[config.mk]
export PLATFORM = sky130hd
export DESIGN_NAME = qpl_req_arbiter
export DESIGN_NICKNAME = d
export VERILOG_FILES = /design/src/rtl/qpl_pkg.sv /design/src/rtl/qpl_rr_arb.sv /design/src/rtl/qpl_req_arbiter.sv
export SDC_FILE = /design/constraint.sdc
export NUM_CORES = 1
export LEC_CHECK = 0
export CAP_MARGIN = 5
export CORE_MARGIN = 8
export CORE_UTILIZATION = 31
export CTS_CLUSTER_SIZE = 20
export DETAILED_ROUTE_END_ITERATION = 8
export PLACE_DENSITY = 0.72
export SYNTH_ARGS = -nofsm -noshare
export SYNTH_HDL_FRONTEND = slang
export SYNTH_SLANG_ARGS = --single-unit
[constraint.sdc]
create_clock -name i_clk -period 8.1 [get_ports i_clk]
set_input_delay 1.62 -clock i_clk [delete_from_list [all_inputs] [get_ports i_clk]]
set_output_delay 1.62 -clock i_clk [all_outputs]
set_load 0.05 [all_outputs]
[src/rtl/qpl_pkg.sv]
// QPL shared definitions: word widths and the placement of the
// user-data and port-ID fields inside request and reply words.
package qpl_pkg;

  function automatic int id_w(input int ports);
    return (ports > 1) ? $clog2(ports) : 1;
  endfunction

  function automatic int req_w(
    input int udata_w,
    input int block_d,
    input int line_byte
  );
    return udata_w + $clog2(block_d * line_byte) + 1;
  endfunction

  function automatic int rep_w(
    input int udata_w,
    input int block_d
  );
    return udata_w + 2 * $clog2(block_d) + 1;
  endfunction

  function automatic int cnt_w(input int max_outst);
    return $clog2(max_outst + 1);
  endfunction

  // user data is the MSB field; the port ID is its low bits
  function automatic int ud_lsb(
    input int word_w,
    input int udata_w
  );
    return word_w - udata_w;
  endfunction

  function automatic int id_lsb(
    input int word_w,
    input int udata_w
  );
    return ud_lsb(word_w, udata_w);
  endfunction

  // one extra user-data bit above the ID flags an out-of-range ID
  function automatic bit has_chk(
    input int udata_w,
    input int ports
  );
    return udata_w > id_w(ports);
  endfunction

endpackage

[src/rtl/qpl_rr_arb.sv]
// Round-robin arbiter: eligibility mask, first-at-or-after-pointer
// grant and the priority pointer register.
module qpl_rr_arb
  import qpl_pkg::*;
#(
  parameter int PORTS = 4,
  parameter int ID_W  = id_w(PORTS)
) (
  input  logic             clk,
  input  logic             rst,
  input  logic [PORTS-1:0] vld,
  input  logic [PORTS-1:0] full,
  input  logic             take,
  output logic [PORTS-1:0] gnt,
  output logic [ID_W-1:0]  idx,
  output logic             any
);

  logic [PORTS-1:0] elig;
  logic [ID_W-1:0]  ptr;
  logic [ID_W-1:0]  cand;

  assign elig = vld & ~full;

  // PORTS is a power of two, so ID_W-bit addition wraps naturally
  always_comb begin
    any  = 1'b0;
    idx  = ptr;
    cand = ptr;
    gnt  = '0;
    for (int i = 0; i < PORTS; i++) begin
      cand = ptr + ID_W'(i);
      if (!any && elig[cand]) begin
        any = 1'b1;
        idx = cand;
      end
    end
    if (any) gnt[idx] = 1'b1;
  end

  always_ff @(posedge clk or posedge rst) begin
    if (rst) begin
      ptr <= '0;
    end else if (take && any) begin
      ptr <= idx + ID_W'(1);
    end
  end

endmodule

[src/rtl/qpl_req_arbiter.sv]
// QPL requester arbiter: merges per-port alloc/dealloc requests to the
// manager and routes replies back by the port ID in user data.
module qpl_req_arbiter
  import qpl_pkg::*;
#(
  parameter int PORTS     = 4,
  parameter int UDATA_W   = 8,
  parameter int LINE_BYTE = 64,
  parameter int BLOCK_D   = 8,
  parameter int MAX_OUTST = 3,
  localparam int ID_W  = id_w(PORTS),
  localparam int REQ_W = req_w(UDATA_W, BLOCK_D, LINE_BYTE),
  localparam int REP_W = rep_w(UDATA_W, BLOCK_D)
) (
  input  logic                        i_clk,
  input  logic                        i_rst,
  input  logic [PORTS-1:0]            i_req_alloc_vld,
  input  logic [PORTS-1:0]            i_req_dealloc_vld,
  input  logic [PORTS-1:0][REQ_W-1:0] i_req_alloc_data,
  input  logic [PORTS-1:0][REP_W-1:0] i_req_dealloc_data,
  output logic [PORTS-1:0]            o_req_alloc_rdy,
  output logic [PORTS-1:0]            o_req_dealloc_rdy,
  output logic                        o_mreq_alloc_vld,
  output logic                        o_mreq_dealloc_vld,
  output logic [REQ_W-1:0]            o_mreq_alloc_data,
  output logic [REP_W-1:0]            o_mreq_dealloc_data,
  input  logic                        i_mreq_alloc_rdy,
  input  logic                        i_mreq_dealloc_rdy,
  input  logic                        i_mrep_alloc_vld,
  input  logic                        i_mrep_dealloc_vld,
  input  logic [REP_W-1:0]            i_mrep_alloc_data,
  input  logic [REP_W-1:0]            i_mrep_dealloc_data,
  output logic                        o_mrep_alloc_rdy,
  output logic                        o_mrep_dealloc_rdy,
  output logic [PORTS-1:0]            o_rep_alloc_vld,
  output logic [PORTS-1:0]            o_rep_dealloc_vld,
  output logic [REP_W-1:0]            o_rep_alloc_data,
  output logic [REP_W-1:0]            o_rep_dealloc_data,
  input  logic [PORTS-1:0]            i_rep_alloc_rdy,
  input  logic [PORTS-1:0]            i_rep_dealloc_rdy,
  output logic                        o_err
);

  localparam int CNT_W = cnt_w(MAX_OUTST);
  localparam int RQ_ID = id_lsb(REQ_W, UDATA_W);
  localparam int RP_ID = id_lsb(REP_W, UDATA_W);
  localparam logic [CNT_W-1:0] CNT_MAX = CNT_W'(MAX_OUTST);

  logic [PORTS-1:0]            a_full, a_zero, a_gnt, a_hs;
  logic [PORTS-1:0]            d_full, d_zero, d_gnt, d_hs;
  logic [PORTS-1:0][CNT_W-1:0] a_cnt, d_cnt;
  logic [ID_W-1:0]             a_idx, d_idx;
  logic                        a_any, d_any;
  logic                        a_take, d_take;
  logic [REQ_W-1:0]            a_mux;
  logic [REP_W-1:0]            d_mux;
  logic [ID_W-1:0]             ra_id, rd_id;
  logic                        ra_bad, rd_bad;
  logic                        err_set;

  // request side: a slot opens when the register is empty or draining
  assign a_take = !i_rst && (!o_mreq_alloc_vld || i_mreq_alloc_rdy);
  assign d_take = !i_rst && (!o_mreq_dealloc_vld || i_mreq_dealloc_rdy);

  qpl_rr_arb #(
    .PORTS(PORTS),
    .ID_W (ID_W)
  ) u_arb_alloc (
    .clk (i_clk),
    .rst (i_rst),
    .vld (i_req_alloc_vld),
    .full(a_full),
    .take(a_take),
    .gnt (a_gnt),
    .idx (a_idx),
    .any (a_any)
  );

  qpl_rr_arb #(
    .PORTS(PORTS),
    .ID_W (ID_W)
  ) u_arb_dealloc (
    .clk (i_clk),
    .rst (i_rst),
    .vld (i_req_dealloc_vld),
    .full(d_full),
    .take(d_take),
    .gnt (d_gnt),
    .idx (d_idx),
    .any (d_any)
  );

  assign o_req_alloc_rdy   = a_gnt & {PORTS{a_take}};
  assign o_req_dealloc_rdy = d_gnt & {PORTS{d_take}};

  always_comb begin
    a_mux = i_req_alloc_data[a_idx];
    a_mux[RQ_ID +: ID_W] = a_idx;
    d_mux = i_req_dealloc_data[d_idx];
    d_mux[RP_ID +: ID_W] = d_idx;
  end

  always_ff @(posedge i_clk or posedge i_rst) begin
    if (i_rst) begin
      o_mreq_alloc_vld    <= 1'b0;
      o_mreq_alloc_data   <= '0;
      o_mreq_dealloc_vld  <= 1'b0;
      o_mreq_dealloc_data <= '0;
    end else begin
      if (a_take) begin
        o_mreq_alloc_vld <= a_any;
        if (a_any) o_mreq_alloc_data <= a_mux;
      end
      if (d_take) begin
        o_mreq_dealloc_vld <= d_any;
        if (d_any) o_mreq_dealloc_data <= d_mux;
      end
    end
  end

  // reply side: purely combinational routing by ID
  assign ra_id = i_mrep_alloc_data[RP_ID +: ID_W];
  assign rd_id = i_mrep_dealloc_data[RP_ID +: ID_W];

  generate
    if (has_chk(UDATA_W, PORTS)) begin : g_chk
      assign ra_bad = i_mrep_alloc_data[RP_ID + ID_W];
      assign rd_bad = i_mrep_dealloc_data[RP_ID + ID_W];
    end else begin : g_nochk
      assign ra_bad = 1'b0;
      assign rd_bad = 1'b0;
    end
  endgenerate

  always_comb begin
    o_rep_alloc_vld   = '0;
    o_rep_dealloc_vld = '0;
    if (!i_rst && i_mrep_alloc_vld && !ra_bad)
      o_rep_alloc_vld[ra_id] = 1'b1;
    if (!i_rst && i_mrep_dealloc_vld && !rd_bad)
      o_rep_dealloc_vld[rd_id] = 1'b1;
  end

  // bad-ID replies are swallowed so the manager never stalls on them
  assign o_mrep_alloc_rdy   = !i_rst &&
                              (ra_bad || i_rep_alloc_rdy[ra_id]);
  assign o_mrep_dealloc_rdy = !i_rst &&
                              (rd_bad || i_rep_dealloc_rdy[rd_id]);
  assign o_rep_alloc_data   = i_mrep_alloc_data;
  assign o_rep_dealloc_data = i_mrep_dealloc_data;

  assign a_hs = o_rep_alloc_vld & i_rep_alloc_rdy;
  assign d_hs = o_rep_dealloc_vld & i_rep_dealloc_rdy;

  // outstanding counters
  always_comb begin
    a_full = '0;
    a_zero = '0;
    d_full = '0;
    d_zero = '0;
    for (int p = 0; p < PORTS; p++) begin
      a_full[p] = a_cnt[p] >= CNT_MAX;
      a_zero[p] = a_cnt[p] == '0;
      d_full[p] = d_cnt[p] >= CNT_MAX;
      d_zero[p] = d_cnt[p] == '0;
    end
  end

  always_ff @(posedge i_clk or posedge i_rst) begin
    if (i_rst) begin
      a_cnt <= '0;
      d_cnt <= '0;
    end else begin
      for (int p = 0; p < PORTS; p++) begin
        unique case ({o_req_alloc_rdy[p], a_hs[p]})
          2'b10:   a_cnt[p] <= a_cnt[p] + 1'b1;
          2'b01:   if (!a_zero[p]) a_cnt[p] <= a_cnt[p] - 1'b1;
          default: ;
        endcase
        unique case ({o_req_dealloc_rdy[p], d_hs[p]})
          2'b10:   d_cnt[p] <= d_cnt[p] + 1'b1;
          2'b01:   if (!d_zero[p]) d_cnt[p] <= d_cnt[p] - 1'b1;
          default: ;
        endcase
      end
    end
  end

  // sticky error: out-of-range reply ID or reply with nothing outstanding
  assign err_set = (i_mrep_alloc_vld && ra_bad) ||
                   (i_mrep_dealloc_vld && rd_bad) ||
                   (|(a_hs & a_zero)) ||
                   (|(d_hs & d_zero));

  always_ff @(posedge i_clk or posedge i_rst) begin
    if (i_rst) begin
      o_err <= 1'b0;
    end else if (err_set) begin
      o_err <= 1'b1;
    end
  end

endmodule
==> results of run 1 <==
==> synth_stat cells, types with 3 or more instances <==
cell and n:
dfrtp_1 56, nor2_1 54, buf_4 34, a211oi_2 19
a21oi_1 19, nand3_1 19, a31oi_1 18, o21ai_0 18
a221oi_1 17, inv_1 16, mux2i_1 16, and3_1 14
nand2_1 14, clkbuf_1 12, buf_2 10, a211oi_1 9
o2111ai_1 9, xnor2_1 9, a22oi_1 8, or3b_2 7
and2_1 6, nor3_1 6, o21a_1 6, or3b_1 6
a21bo_2 5, a21boi_1 4, a21boi_2 4, buf_6 4
a21oi_2 3, o21ai_1 3, o21ai_2 3, o22ai_1 3
or3_1 3
==> sequential cells by signal, indices dropped and copies added (netlist names) <==
name and count:
a_cnt 8, d_cnt 8, o_err 1, o_mreq_alloc_data 18
o_mreq_alloc_vld 1, o_mreq_dealloc_data 15, o_mreq_dealloc_vld 1, u_arb_alloc.ptr 2
u_arb_dealloc.ptr 2
==> critical path, stage by stage <==
cell	delay [ns]
clkdlybuf4s50_1	0.47
a21bo_1	0.25
nor4b_2	0.20
a211oi_4	0.97
o211ai_2	0.36
inv_1	0.14
clkdlybuf4s50_1	0.81
==> metrics by stage <==
stage | utilization, % | hold WS (ns) | power (mW)
2_1_floorplan | - | 0.484 | 1.45
6_report | 46.5 | 0.481 | 2.03
4_1_cts | 46.5 | 0.486 | 2.05
5_1_grt | 46.5 | 0.538 | 2.16
3_3_place_gp | 45.4 | 0.465 | 1.77
3_5_place_dp | 45.4 | 0.470 | 1.81
==> power by group through the flow <==
stage / clock (mW) / combinational, mW / sequential [mW]
global route: 0.250 / 1.36 / 0.556
CTS: 0.239 / 1.28 / 0.534
finish: 0.229 / 1.27 / 0.535
detailed placement: 0 / 1.28 / 0.539
global placement: 0 / 1.25 / 0.525
floorplan: 0 / 0.663 / 0.789
==> cell families (layout without fill, tap and decap cells) <==
family                 count (synthesis)  count (layout)  share of synthesized area (%)
AND/OR/NAND/NOR                      144             144                           17.5
flip-flops                            56              56                           31.9
buffers and inverters                 76             231                           10.4
AO/OA/AOI/OAI                        176             176                           33.2
XOR/XNOR                               9               9                           1.80
multiplexers                          20              20                           5.19
==> worst max path at each step <==
stage	startpoint	end	slack [ns]	depth (start not counted)
floorplan	i_rst	o_rep_alloc_vld[1]	2.56	4
global placement	i_req_dealloc_vld[0]	o_req_dealloc_rdy[0]	1.67	7
detailed placement	i_req_dealloc_vld[0]	o_req_dealloc_rdy[0]	1.63	7
CTS	i_req_dealloc_vld[0]	o_req_dealloc_rdy[0]	1.61	7
global route	i_req_dealloc_vld[0]	o_req_dealloc_rdy[0]	1.45	7
finish	i_req_dealloc_vld[0]	o_req_dealloc_rdy[0]	1.66	7
==> area by class of cell <==
cell class | count | area, um^2 | share of cell area [%]
flip-flops and latches | 56 | 1400 | 21.8
clock buffers | 7 | 143 | 2.22
clock inverters | 1 | 7.51 | 0.117
repair buffers | 207 | 2060 | 32.0
inverters | 16 | 60.1 | 0.933
multi-input cells | 349 | 2530 | 39.4
well taps | 180 | 225 | 3.50
==> metal layers <==
layer / part of all wire [%] / vias to the layer above / global-route usage [%]
met5: 0 / - / 0
met4: 1.5 / 0 / 4.75
met3: 7.8 / 22 / 5.24
met2: 52 / 165 / 30.3
met1: 39 / 2078 / 16.9
li1: - / 2089 / -
==> results_dict.tcl, run 1 <==
set metrics [dict create \
    io_buffers 203 \
    fin_nets 819 \
    ioPinCount 268 \
    grt_pass1_vias 4600 \
    synth_seq_area_share_pct 31.9 \
    grt-ovfl-total 0 \
    synth_area_leader_cell "dfrtp_1" \
    dpl.cell_count 808 \
    drive_above_1_share_pct 12.1 \
    syn_area_um2 4390 \
    setup_violations 0 \
    wirelength_um 15200 \
    syn_nets 665 \
    grt_pass1_wl_um 24000 \
    hold_depth 2 \
    dieArea_um2 18200 \
    p_sw_mw 1.03 \
    whs_endpoint "o_mreq_alloc_data[11]" \
    drv_slew 0 \
    drt_iter0_markers 239 \
    final_cell_mix "203 x clkdlybuf4s50_1, 56 x dfrtp_1, 54 x nor2_1" \
    hp-start "o_mreq_alloc_data[11]" \
    drc 0 \
    clock_latency_ns 0.30 \
    powerDensity_nw_per_um2 316 \
    fin_crit_sh_pct 79.5 \
    die-height_um 135 \
    cts_tree "done" \
    numCtsBuffers 5 \
    clock-sinks 56 \
    ff2ff_path_depth 6 \
    cap_violations 0 \
    synth_seq_cells 56 \
    syn_avg_cell_area_um2 9.12 \
    wl_per_cell_um 18.6 \
    async_flop_share_pct 100 \
    max_slew_margin_pct 20.8 \
    diodes 0 \
    finalWorstSetupSlack_ns 1.66 \
    dr_total_vias 4354 \
    num_rows 43 \
    end_kind "output pin" \
    syn-instance-count 481 \
    crit_fanout 25 \
    startpoint_type "input port" \
    antenna_found_initial 0 \
    die_w_um 135 \
    post_cts_resized 0 \
    p_leak_nw 2.45 \
    clock_skew_ns 0.00384 \
    ant_nets 0 \
    post-cts-setup-buffers 0 \
    r2r_end "o_mreq_dealloc_data[11]" \
    dpl.hpwl_um 11800 \
    viasPerCell 5.34 \
    place_area_um2 6280 \
    ys_warn_count 0 \
    ys_top_cells_by_area "dfrtp_1 32%, buf_4 5.8%, a211oi_2 5.4%, nor2_1 4.6%, mux2i_1 3.7%" \
    pwr-share-clk_pct 11.3 \
    cts_hold_buf 0 \
    final_common_cell "clkdlybuf4s50_1" \
    finalSetupTns_ns 0 \
    outcome "completed" \
    synth_edf_count 0 \
    fin_cells 816 \
    hold_viol 0 \
    firstDrtPassIters 4 \
    period_needed_ns 6.44 \
    preCtsSetupSlack_ns 1.63 \
    core_region_area_um2 13800 \
    p_comb_share_pct 62.4 \
    cts-htree-levels 2 \
    fin_area_um2 6430 \
    cts-root-buf "clkbuf_16" \
    arrival_ns 4.82 \
    p_seq_share_pct 26.3 \
    power.share.switching_pct 50.8 \
    r2r_slack_ns 5.02 \
    start_util_pct 31.7 \
    critical_path_class "input port to output pin" \
    fmax_mhz 155 \
    p_int_mw 1.00 \
    synth_cell_types 66 \
    grt_max_degree 57 \
    ys.flop_type "dfrtp_1" \
    r2r_start "d_cnt[6]" \
    track_usage_pct 16.2 \
    vdd_drop_max_mv 0.144 \
    path_clk_slew_ns 0.07 \
    critical_path_required_ns 6.48 \
    area.growth.synth_to_final_pct 46.7 \
    cts_max_path_buffers 2 \
    worstHoldPathType "flop to flop" \
    place_congestion 0.794 \
    n_fill_cell 1292 \
    synth_top_area_share_pct 31.9 \
    tightestPinTransition_ns 1.18 \
    rsz0062_at_grt "no" \
]
No activity file was read; power rests on OpenSTA's default activity.
==> run 2: changes to the inputs <==
--- a/config.mk
+++ b/config.mk
@@ -10,7 +10,7 @@
 export CORE_UTILIZATION = 31
 export CTS_CLUSTER_SIZE = 20
 export DETAILED_ROUTE_END_ITERATION = 8
-export PLACE_DENSITY = 0.72
+export PLACE_DENSITY = 0.75
 export SYNTH_ARGS = -nofsm -noshare
 export SYNTH_HDL_FRONTEND = slang
 export SYNTH_SLANG_ARGS = --single-unit
==> constraint.sdc (replaced) <==
create_clock -name i_clk -period 5.9 [get_ports i_clk]
set_input_delay 1.18 -clock i_clk [delete_from_list [all_inputs] [get_ports i_clk]]
set_output_delay 1.18 -clock i_clk [all_outputs]
set_load 0.05 [all_outputs]
==> run 2 against run 1 <==
Effect of this change:
- core utilization increased by 0.24 points
- largest power group unchanged
- highest routed layer unchanged
- critical endpoint is now o_req_alloc_rdy[1]
- sequential power increased by 38%
- clock skew increased by 0.0042 ns
- routed wire length increased by 0.72%
- register-to-register slack got worse by 1.7 ns
- cell count increased by 0.25%
- critical path type unchanged
- power increased by 40%
- critical path depth decreased by 1
==> results_dict.tcl, run 2 (same netlist as run 1, synthesis figures left out) <==
set metrics [dict create \
    start_util_pct 31.7 \
    grt-ovfl-total 0 \
    fin_nets 821 \
    cts_hold_buf 0 \
    post-cts-setup-buffers 0 \
    rsz0062_at_grt "no" \
    fin_cells 818 \
    dpl.hpwl_um 12100 \
    ant_nets 0 \
    r2r_end "a_cnt[0]" \
    dr_total_vias 4432 \
    tightestPinTransition_ns 0.919 \
    fmax_mhz 188 \
    dpl.cell_count 810 \
    io_buffers 203 \
    core_region_area_um2 13800 \
    fin_crit_sh_pct 90.2 \
    cap_violations 0 \
    finalWorstSetupSlack_ns 0.581 \
    max_flop_register "o_mreq_alloc_data" \
    post_cts_resized 0 \
    wl_per_cell_um 18.7 \
    max_slew_margin_pct 38.6 \
    startpoint_type "input port" \
    die-height_um 135 \
    powerDensity_nw_per_um2 440 \
    r2r_start "a_cnt[2]" \
    drv_slew 0 \
    final_cell_mix "202 x clkdlybuf4s50_1, 56 x dfrtp_1, 54 x nor2_1" \
    p_comb_share_pct 61.5 \
    hold_viol 0 \
    track_usage_pct 16.2 \
    cts_tree "done" \
    crit_fanout 23 \
    crit_top_cell "clkdlybuf4s50_1" \
    setup_violations 0 \
    cts-htree-levels 2 \
    grt_pass1_vias 4782 \
    preCtsSetupSlack_ns 0.632 \
    cts-root-buf "clkbuf_16" \
    p_sw_mw 1.44 \
    ff2ff_path_depth 6 \
    drc 0 \
    p_int_mw 1.41 \
    worstHoldPathType "flop to flop" \
    pwr-share-clk_pct 12.5 \
    clock-sinks 56 \
    numCtsBuffers 5 \
    final_common_cell "clkdlybuf4s50_1" \
    grt_max_degree 57 \
    num_rows 43 \
    ioPinCount 268 \
    critical_path.endpoint "o_req_alloc_rdy[1]" \
    p_seq_share_pct 26.0 \
    critical-path-max-stage-delay_ns 0.90 \
    reg_top3 "o_mreq_alloc_data: 18 flops, o_mreq_dealloc_data: 15 flops" \
    critical_path_class "input port to output pin" \
    cp_slowest_cell "clkdlybuf4s50_1" \
    vdd_drop_max_mv 0.243 \
    finalSetupTns_ns 0 \
    p_leak_nw 2.47 \
    place_congestion 0.858 \
    area.growth.synth_to_final_pct 47.4 \
    cts_max_path_buffers 2 \
    cp.depth 6 \
    critical_path_required_ns 4.72 \
    path_cells "clkdlybuf4s50_1, a21boi_1, nor4_2, a211o_1, a21oi_2, clkdlybuf4s50_1" \
    power.share.switching_pct 50.5 \
    antenna_found_initial 0 \
    viasPerCell 5.42 \
    period_needed_ns 5.32 \
    arrival_ns 4.14 \
    path_buf_inv 2 \
    r2r_slack_ns 3.28 \
    diodes 0 \
    dieArea_um2 18200 \
    path_clk_slew_ns 0.07 \
    largest_reg_flops 18 \
    clock_latency_ns 0.31 \
    drt_iter0_markers 198 \
    drive_above_1_share_pct 12.7 \
    clock_skew_ns 0.00805 \
    wirelength_um 15300 \
    end_kind "output pin" \
    die_w_um 135 \
    grt_pass1_wl_um 24200 \
    startpoint "i_req_alloc_vld[1]" \
    cp_top_family "compound AO/OA/AOI/OAI gates" \
    outcome "completed" \
    firstDrtPassIters 4 \
]
-- run 2: stage by stage --
step	area, um^2	hold slack, ns	total power [mW]	utilization, %
2_1_floorplan	4390	0.484	1.99	-
3_3_place_gp	6300	0.468	2.44	45.5
3_5_place_dp	6300	0.479	2.49	45.5
4_1_cts	6470	0.503	2.87	46.8
5_1_grt	6470	0.539	3.02	46.8
6_report	6470	0.499	2.85	46.8
-- run 2: area by class of cell --
class / instances / area [um^2]
inverters: 16 / 60.1
clock buffers: 5 / 125
repair buffers: 209 / 2070
clock inverters: 3 / 46.3
fillers: 1335 / 7360
flip-flops and latches: 56 / 1400
well taps: 180 / 225
multi-input cells: 349 / 2530
-- run 2: power by group through the flow --
stage          logic [mW]  registers [mW]  clock network, mW
6_report             1.75           0.739              0.357
5_1_grt              1.86           0.771              0.383
4_1_cts              1.76           0.737              0.373
3_5_place_dp         1.75           0.742                  0
3_3_place_gp         1.71           0.724                  0
2_1_floorplan       0.911            1.08                  0
-- run 2: how the worst min path moves through the flow --
stage	to	cells after the start	slack (ns)	startpoint
finish	o_mreq_dealloc_data[8]	1	0.50	o_mreq_dealloc_data[8]
floorplan	d_cnt[0]	1	0.48	d_cnt[0]
global placement	o_mreq_alloc_data[11]	2	0.47	o_mreq_alloc_data[11]
detailed placement	o_mreq_alloc_data[11]	2	0.48	o_mreq_alloc_data[11]
CTS	o_mreq_dealloc_data[8]	1	0.50	o_mreq_dealloc_data[8]
global route	o_mreq_dealloc_data[8]	1	0.54	o_mreq_dealloc_data[8]
-- run 2: per-layer routing --
metal  wire length [um]  track usage (%)  part of all wire [%]
met1               5980             16.8                    39
met2               7520             28.9                    49
met3               1560             7.32                    10
met4                212             4.38                   1.4
met5                  0                0                     0
==> run 3: changes to the inputs <==
--- a/config.mk
+++ b/config.mk
@@ -10,7 +10,7 @@
 export CORE_UTILIZATION = 31
 export CTS_CLUSTER_SIZE = 20
 export DETAILED_ROUTE_END_ITERATION = 8
-export PLACE_DENSITY = 0.75
+export PLACE_DENSITY = 0.84
 export SYNTH_ARGS = -nofsm -noshare
 export SYNTH_HDL_FRONTEND = slang
 export SYNTH_SLANG_ARGS = --single-unit
==> run 3 against run 2 <==
Effect of this change:
- register-to-register slack improved by 0.04 ns
- maximum frequency increased by 4.9%
- critical endpoint is now o_req_dealloc_rdy[1]
- sequential power about the same
- largest cell class unchanged
==> results_dict.tcl, run 3 (same netlist as run 1, synthesis figures left out) <==
set metrics [dict create \
    start_util_pct 31.7 \
    max_flop_register "o_mreq_alloc_data" \
    powerDensity_nw_per_um2 437 \
    final_common_cell "clkdlybuf4s50_1" \
    cts_tree "done" \
    tightestPinTransition_ns 0.972 \
    place_congestion 0.836 \
    critical_path_class "input port to output pin" \
    multi_input_area_um2 2530 \
    finalWorstSetupSlack_ns 0.831 \
    io_buffers 203 \
    largest_reg_flops 18 \
    clock-sinks 56 \
    startpoint_type "input port" \
    area.growth.synth_to_final_pct 47.5 \
    final_util_pct 46.8 \
    dpl.cell_count 811 \
    viasPerCell 5.33 \
    grt_pass1_wl_um 23100 \
    vdd_drop_max_mv 0.287 \
    grt_pass1_vias 4448 \
    fin_crit_sh_pct 85.9 \
    end_kind "output pin" \
    cts_hold_buf 0 \
    die_w_um 135 \
    fin_nets 822 \
    p_comb_share_pct 61.4 \
    grt_max_degree 57 \
    drc 0 \
    cts-root-buf "clkbuf_16" \
    outcome "completed" \
    final-seq-area_um2 1400 \
    dieArea_um2 18200 \
    drv_slew 0 \
    pwr-share-clk_pct 12.6 \
    clock_latency_ns 0.31 \
    finalSetupTns_ns 0 \
    wirelength_um 14600 \
    worstHoldPathType "flop to flop" \
    preCtsSetupSlack_ns 0.844 \
    cap_violations 0 \
    clock_skew_ns 0.00813 \
    p_int_mw 1.41 \
    diodes 0 \
    p_seq_share_pct 26.0 \
    cts-htree-levels 2 \
    arrival_ns 3.89 \
    num_rows 43 \
    drive_above_1_share_pct 13.1 \
    die-height_um 135 \
    hold_depth 2 \
    firstDrtPassIters 4 \
    ff2ff_path_depth 8 \
    startpoint "i_req_dealloc_vld[3]" \
    post_cts_resized 0 \
    cts_max_path_buffers 2 \
    n_fill_cell 1303 \
    wl_per_cell_um 17.8 \
    path_clk_slew_ns 0.08 \
    power.share.switching_pct 50.2 \
    antenna_found_initial 0 \
    reg_top3 "o_mreq_alloc_data: 18 flops, o_mreq_dealloc_data: 15 flops" \
    numCtsBuffers 5 \
    rsz0062_at_grt "no" \
    setup_violations 0 \
    dpl.hpwl_um 11500 \
    period_needed_ns 5.07 \
    post-cts-setup-buffers 0 \
    dr_total_vias 4365 \
    drt_iter0_markers 202 \
    max_slew_margin_pct 35.2 \
    hold-worst-slack_ns 0.498 \
    hp-start "o_mreq_alloc_data[11]" \
    hold_viol 0 \
    grt-ovfl-total 0 \
    p_leak_nw 2.48 \
    crit_fanout 17 \
    p_sw_mw 1.42 \
    ant_nets 0 \
    final_cell_mix "200 x clkdlybuf4s50_1, 56 x dfrtp_1, 54 x nor2_1" \
    ioPinCount 268 \
    r2r_start "a_cnt[6]" \
    core_region_area_um2 13800 \
    track_usage_pct 15.6 \
    critical_path_required_ns 4.72 \
    fmax_mhz 197 \
    fin_cells 819 \
]
==> run 3: changes by cell type in the layout (fill, tap and decap cells not counted), sizes merged <==
cell / change
clkdlybuf4s50: -2
inv: -1
buf: +3
clkinvlp: -1
clkinv: +2
==> run 3: power groups by stage <==
stage | Sequential (mW) | Clock, mW | Combinational [mW]
floorplan | 1.08 | 0 | 0.911
detailed placement | 0.739 | 0 | 1.74
CTS | 0.734 | 0.375 | 1.74
global route | 0.764 | 0.386 | 1.85
global placement | 0.728 | 0 | 1.72
finish | 0.736 | 0.357 | 1.74
==> run 3: layout make-up <==
class / instances / area share (%)
Inverter: 16 / 0.928
Multi-Input combinational cell: 349 / 39.2
Tap cell: 180 / 3.48
Clock inverter: 3 / 0.735
Clock buffer: 5 / 1.93
Timing Repair Buffer: 210 / 32.1
Sequential cell: 56 / 21.7
==> run 3: final timing paths <==
kind	end	slack [ns]
max	o_req_dealloc_rdy[1]	0.83
min reg2reg	o_mreq_alloc_data[11]	0.50
min	o_mreq_alloc_data[11]	0.50
max in group asynchronous	o_mreq_alloc_data[17]	3.79
max reg2reg	a_cnt[4]	3.32
min in group asynchronous	a_cnt[6]	1.62
==> run 3: layer usage <==
layer | global-route usage (%) | up-vias | routed length (um)
met5 | 0 | - | 0
met4 | 3.82 | 0 | 184
met3 | 7.21 | 16 | 1590
met2 | 26.3 | 200 | 7040
met1 | 17.5 | 2045 | 5790
li1 | - | 2104 | -
==> run 3: worst max-delay path, stage by stage <==
cell and delay (ns):
clkdlybuf4s50_1 0.46, a21boi_2 0.31, o22ai_1 0.19, a22oi_4 0.50, nand4_2 0.32, inv_1 0.12
clkdlybuf4s50_1 0.81
==> run 3: through the flow <==
step / power (mW) / cell area (um^2)
after floorplan: 1.99 / 4390
after global placement: 2.45 / 6300
after detailed placement: 2.48 / 6300
after CTS: 2.85 / 6470
after global routing: 3.00 / 6470
final: 2.83 / 6470
==> RTL change 1: new RTL, flow settings as in run 2 <==
The parameter `BLOCK_D` goes from 8 to 10.
--- a/src/rtl/qpl_req_arbiter.sv
+++ b/src/rtl/qpl_req_arbiter.sv
@@ -8,3 +8,3 @@
   parameter int LINE_BYTE = 64,
-  parameter int BLOCK_D   = 8,
+  parameter int BLOCK_D   = 10,
   parameter int MAX_OUTST = 3,
Interface: changed (8 resized); port bits go from 268 to 291. The function was not compared with the original's and may differ.
==> RTL change 1 against run 2 <==
Final cell count grew 6.5%. Sequential power grew 5.1%. Die area grew 2.7%. Synthesized area grew 3.1%. Total power grew 18%. Highest routed layer unchanged. Via count grew 7.4%. Wire length grew 7.4%. Fmax grew 3.1%. Cell area grew 7.1%. Global-route usage grew 0.82 points. First-iteration DRC count grew 49%. Worst setup slack gained 0.16 ns. Sequential cell count grew 3.
==> RTL change 1: results (changes against run 2) <==
<table>
<tr><th>Metric</th><th>Value</th></tr>
<tr><th colspan="2">Pwr</th></tr>
<tr><td>Int Power</td><td>0.00176 W (was 0.00141 W)</td></tr>
<tr><td>Peak supply drop</td><td>0.204 mV (was 0.243 mV)</td></tr>
<tr><th colspan="2">Timing</th></tr>
<tr><td>Hold slack final</td><td>0.485 ns (was 0.499 ns)</td></tr>
<tr><td>Final setup skew</td><td>0.00688 ns (was 0.00805 ns)</td></tr>
<tr><th colspan="2">Synthesis</th></tr>
<tr><td>Top cells by area in the synthesized netlist</td><td>dfrtp_1 33%, a221o_1 7.1%, buf_4 5.8% (was dfrtp_1 32%, buf_4 5.8%, a211oi_2 5.4%)</td></tr>
<tr><td>Distinct cell type count after synthesis</td><td>72 (was 66)</td></tr>
<tr><td>Synth Area in Compound Gates</td><td>0.321 (was 0.332)</td></tr>
<tr><td>List of most frequent post-synthesis cells</td><td>59 x dfrtp_1, 41 x nor2_1, 36 x nand2_1 (was 56 x dfrtp_1, 54 x nor2_1, 34 x buf_4)</td></tr>
<tr><th colspan="2">Routing</th></tr>
<tr><td>Met3 wire length</td><td>1560 um (about the same)</td></tr>
<tr><td>Detailed-route wire length on metal 1</td><td>6400 um (was 5980 um)</td></tr>
<tr><td>Number of violations reported at the end of detailed-routing iteration 0</td><td>295 (was 198)</td></tr>
<tr><td>Router iterations before antenna repair</td><td>5 (was 4)</td></tr>
<tr><td>Vias post-DR</td><td>4761 (was 4432)</td></tr>
<tr><td>DR WL met2</td><td>8120 um (was 7520 um)</td></tr>
<tr><th colspan="2">Placed design</th></tr>
<tr><td>Count of input and output buffers</td><td>218 (was 203)</td></tr>
<tr><td>Half-perimeter wire length after detailed placement</td><td>12600 um (was 12100 um)</td></tr>
<tr><td>Total instance count after detailed placement</td><td>856 (was 810)</td></tr>
<tr><th colspan="2">Global route</th></tr>
<tr><td>Via count of the first global-routing pass</td><td>5034 (was 4782)</td></tr>
<tr><td>GR Util All Layers</td><td>0.170 (was 0.162)</td></tr>
<tr><td>Largest net degree at the start of global routing</td><td>36 (was 57)</td></tr>
<tr><th colspan="2">CTS</th></tr>
<tr><td>Clk_lat worst skew</td><td>0.33 ns (was 0.31 ns)</td></tr>
<tr><td>Deepest level of the CTS H-tree</td><td>3 (was 2)</td></tr>
<tr><td>Cts bufs inserted</td><td>9 (was 5)</td></tr>
<tr><th colspan="2">Outcome</th></tr>
<tr><td>Outcome</td><td>complete, no violations (unchanged)</td></tr>
<tr><th colspan="2">Setup path</th></tr>
<tr><td>Gate family responsible for the most delay along the worst path</td><td>buffers and inverters (was compound AO/OA/AOI/OAI gates)</td></tr>
<tr><td>Largest driver fanout on the critical path</td><td>18 (was 23)</td></tr>
<tr><td>Max stage delay on crit path</td><td>0.83 ns (was 0.90 ns)</td></tr>
<tr><th colspan="2">Finish</th></tr>
<tr><td>Largest registers</td><td>o_mreq_alloc_data (19), o_mreq_dealloc_data (17) (was o_mreq_alloc_data (18), o_mreq_dealloc_data (15))</td></tr>
</table>
-- RTL change 1: cell families after synthesis --
logic type / count (synthesis)
DFF: 59
and+or+nand+nor: 154
AOI/OAI and AO/OA: 187
xor gates and xnor gates: 9
muxes: 19
buffers and inverters: 84
-- RTL change 1: final timing paths --
kind	from	to
worst max-delay path	i_req_dealloc_vld[2]	o_req_dealloc_rdy[2]
worst min-delay path	o_mreq_dealloc_data[10]	o_mreq_dealloc_data[10]
worst max register to register	a_cnt[4]	o_mreq_alloc_data[15]
worst min register to register	o_mreq_dealloc_data[10]	o_mreq_dealloc_data[10]
max in group asynchronous	i_rst	o_mreq_alloc_data[15]
min in group asynchronous	i_rst	d_cnt[3]
-- RTL change 1: area by class of cell --
type / instances / area share
clock buffer: 12 / 0.0385
clock inverter: 2 / 0.00506
inverter: 17 / 0.00921
multi-input combinational: 369 / 0.374
sequential: 59 / 0.213
tap: 184 / 0.0332
timing repair buffer: 228 / 0.327
-- RTL change 1: power groups by stage --
stage | logic (W) | registers (W) | clock network (W)
6_report | 0.00204 | 0.000777 | 0.000537
5_1_grt | 0.00218 | 0.000810 | 0.000574
4_1_cts | 0.00204 | 0.000777 | 0.000556
3_5_place_dp | 0.00203 | 0.000783 | 0
3_3_place_gp | 0.00198 | 0.000769 | 0
2_1_floorplan | 0.00107 | 0.00115 | 0
-- RTL change 1: routing by layer --
metal | vias up | track usage
met4 | 0 | 0.0742
met1 | 2280 | 0.183
met2 | 211 | 0.293
li1 | 2244 | -
met5 | - | 0
met3 | 26 | 0.0635
==> RTL change 2: new RTL, config.mk and constraints of run 2 <==
Made on the original files. Register the output `o_err` once more; this adds one clock of latency there. The other outputs are not delayed to match.
--- a/src/rtl/qpl_req_arbiter.sv
+++ b/src/rtl/qpl_req_arbiter.sv
@@ -48,2 +48,4 @@
 
+  logic o_err_s0;
+
   logic [PORTS-1:0]            a_full, a_zero, a_gnt, a_hs;
@@ -196,6 +198,10 @@
     if (i_rst) begin
-      o_err <= 1'b0;
+      o_err_s0 <= 1'b0;
     end else if (err_set) begin
-      o_err <= 1'b1;
-    end
+      o_err_s0 <= 1'b1;
+    end
+  end
+
+  always_ff @(posedge i_clk) begin
+    o_err <= o_err_s0;
   end
Function: changed (a bounded check fails within 4 cycles, from zero or initial values and one cycle with i_rst high).
==> RTL change 2 against run 2 <==
Total power grew 15%. Clock power grew 32%. Cell area grew 1.6%. Synthesized cell count grew 5.2%. Sequential cell count grew 1. Non-clock buffer count grew 4. Worst setup slack gained 0.13 ns. Synthesized area grew 0.23%. Wire length grew 12%. Register-to-register slack lost 0.10 ns. Worst hold slack lost 0.13 ns. Highest routed layer is now met5.
==> RTL change 2: results (changes against run 2) <==
<table>
<tr><th>Metric</th><th>Value</th></tr>
<tr><th colspan="2">Setup path</th></tr>
<tr><td>Data arrival time of the worst path</td><td>4.00 ns (was 4.14 ns)</td></tr>
<tr><td>Max stage delay on crit path</td><td>0.80 ns (was 0.90 ns)</td></tr>
<tr><td>Reg-to-Reg End</td><td>o_mreq_dealloc_data[10] (was a_cnt[0])</td></tr>
<tr><th colspan="2">Timing</th></tr>
<tr><td>Hold slack final</td><td>0.374 ns (was 0.499 ns)</td></tr>
<tr><th colspan="2">CTS</th></tr>
<tr><td>Deepest level of the CTS H-tree</td><td>3 (was 2)</td></tr>
<tr><td>Clock transition at path regs</td><td>0.05 ns (was 0.07 ns)</td></tr>
<tr><th colspan="2">Synthesis</th></tr>
<tr><td>Top cells by area in the synthesized netlist</td><td>dfrtp_1 32%, buf_4 5.6%, nor2_1 4.4% (was dfrtp_1 32%, buf_4 5.8%, a211oi_2 5.4%)</td></tr>
<tr><td>List of most frequent post-synthesis cells</td><td>56 x dfrtp_1, 51 x nor2_1, 33 x buf_4 (was 56 x dfrtp_1, 54 x nor2_1, 34 x buf_4)</td></tr>
<tr><td>Mapped Avg Cell Area</td><td>8.69 sq um (was 9.12 sq um)</td></tr>
<tr><td>Proportion of register bits with asynchronous set or reset after synthesis</td><td>0.982 (was 1.00)</td></tr>
<tr><td>Post-synthesis sequential area ratio</td><td>0.323 (was 0.319)</td></tr>
<tr><td>Distinct cell type count after synthesis</td><td>77 (was 66)</td></tr>
<tr><th colspan="2">Global route</th></tr>
<tr><td>Largest net degree at the start of global routing</td><td>34 (was 57)</td></tr>
<tr><td>First-pass GRT wire length</td><td>26400 um (was 24200 um)</td></tr>
<tr><td>GRT met1 Usage</td><td>0.217 (was 0.168)</td></tr>
<tr><td>Number of antenna violations at the first check in global routing</td><td>1 (was 0)</td></tr>
<tr><td>GR Util All Layers</td><td>0.182 (was 0.162)</td></tr>
<tr><td>Met2 layer usage reported by global route</td><td>0.307 (was 0.289)</td></tr>
<tr><th colspan="2">Placed design</th></tr>
<tr><td>Placer's final routability congestion estimate</td><td>0.918 (was 0.858)</td></tr>
<tr><td>Half-perimeter wire length after detailed placement</td><td>13200 um (was 12100 um)</td></tr>
<tr><th colspan="2">Outcome</th></tr>
<tr><td>Outcome</td><td>complete, no violations (unchanged)</td></tr>
<tr><th colspan="2">Routing</th></tr>
<tr><td>Highest metal used</td><td>met5 (was met4)</td></tr>
<tr><td>Detailed-route wire length on metal 1</td><td>6650 um (was 5980 um)</td></tr>
<tr><td>Detail-routed via count per cell</td><td>5.70 (was 5.42)</td></tr>
<tr><td>Number of violations reported at the end of detailed-routing iteration 0</td><td>418 (was 198)</td></tr>
<tr><th colspan="2">Hold path</th></tr>
<tr><td>Cell depth of the worst min-delay path</td><td>0 (was 1)</td></tr>
<tr><td>Worst min-delay path startpoint</td><td>o_err_s0 (was o_mreq_dealloc_data[8])</td></tr>
<tr><th colspan="2">Finish</th></tr>
<tr><td>Fraction of final layout cells with drive strength greater than 1</td><td>0.0979 (was 0.127)</td></tr>
</table>
RTL change 2: cell types whose count changed after synthesis, sizes merged, moves of 10 or more:
cell / delta
a211oi: -16
or3b: -12
a21oi: +10
a221o: +10
nand2: +16
and4: +12
mux2i: -11
RTL change 2: worst max path at each step:
stage                            from                   end  slack [ns]
6_report         i_req_dealloc_vld[3]  o_req_dealloc_rdy[3]        0.72
5_1_grt          i_req_dealloc_vld[3]  o_req_dealloc_rdy[3]        0.59
4_1_cts          i_req_dealloc_vld[3]  o_req_dealloc_rdy[3]        0.72
3_5_place_dp     i_req_dealloc_vld[3]  o_req_dealloc_rdy[3]        0.73
3_3_place_gp     i_req_dealloc_vld[3]  o_req_dealloc_rdy[3]        0.80
2_1_floorplan  i_mrep_dealloc_data[9]  o_rep_dealloc_vld[0]        1.87
RTL change 2: layout make-up:
type                    count  area (sq um)
fillers                  1307          7310
multi-input cells         374          2490
repair buffers            213          2120
flip-flops and latches     57          1420
clock buffers              12           246
well taps                 180           225
inverters                  15          56.3
clock inverters             3          17.5
RTL change 2: kinds of logic after synthesis:
group                  after synthesis  synth area share
AO/OA/AOI/OAI                      187             0.323
AND/OR/NAND/NOR                    175             0.210
buffers and inverters               75             0.112
flip-flops                          57             0.323
multiplexers                         7            0.0216
XOR/XNOR                             5           0.00996
RTL change 2: power by group:
| group | internal, W | leakage, nW | switching, W |
|---|---|---|---|
| clock | 0.000291 | 0.128 | 0.000180 |
| combinational | 0.000759 | 1.82 | 0.00131 |
| sequential | 0.000562 | 0.628 | 0.000176 |
| total | 0.00161 | 2.58 | 0.00166 |
RTL change 2: critical path, delay by kind of cell:
family	cells	cell delay, ns
compound gates	3	1.16
simple gates	2	0.41
buf+inv	2	1.26
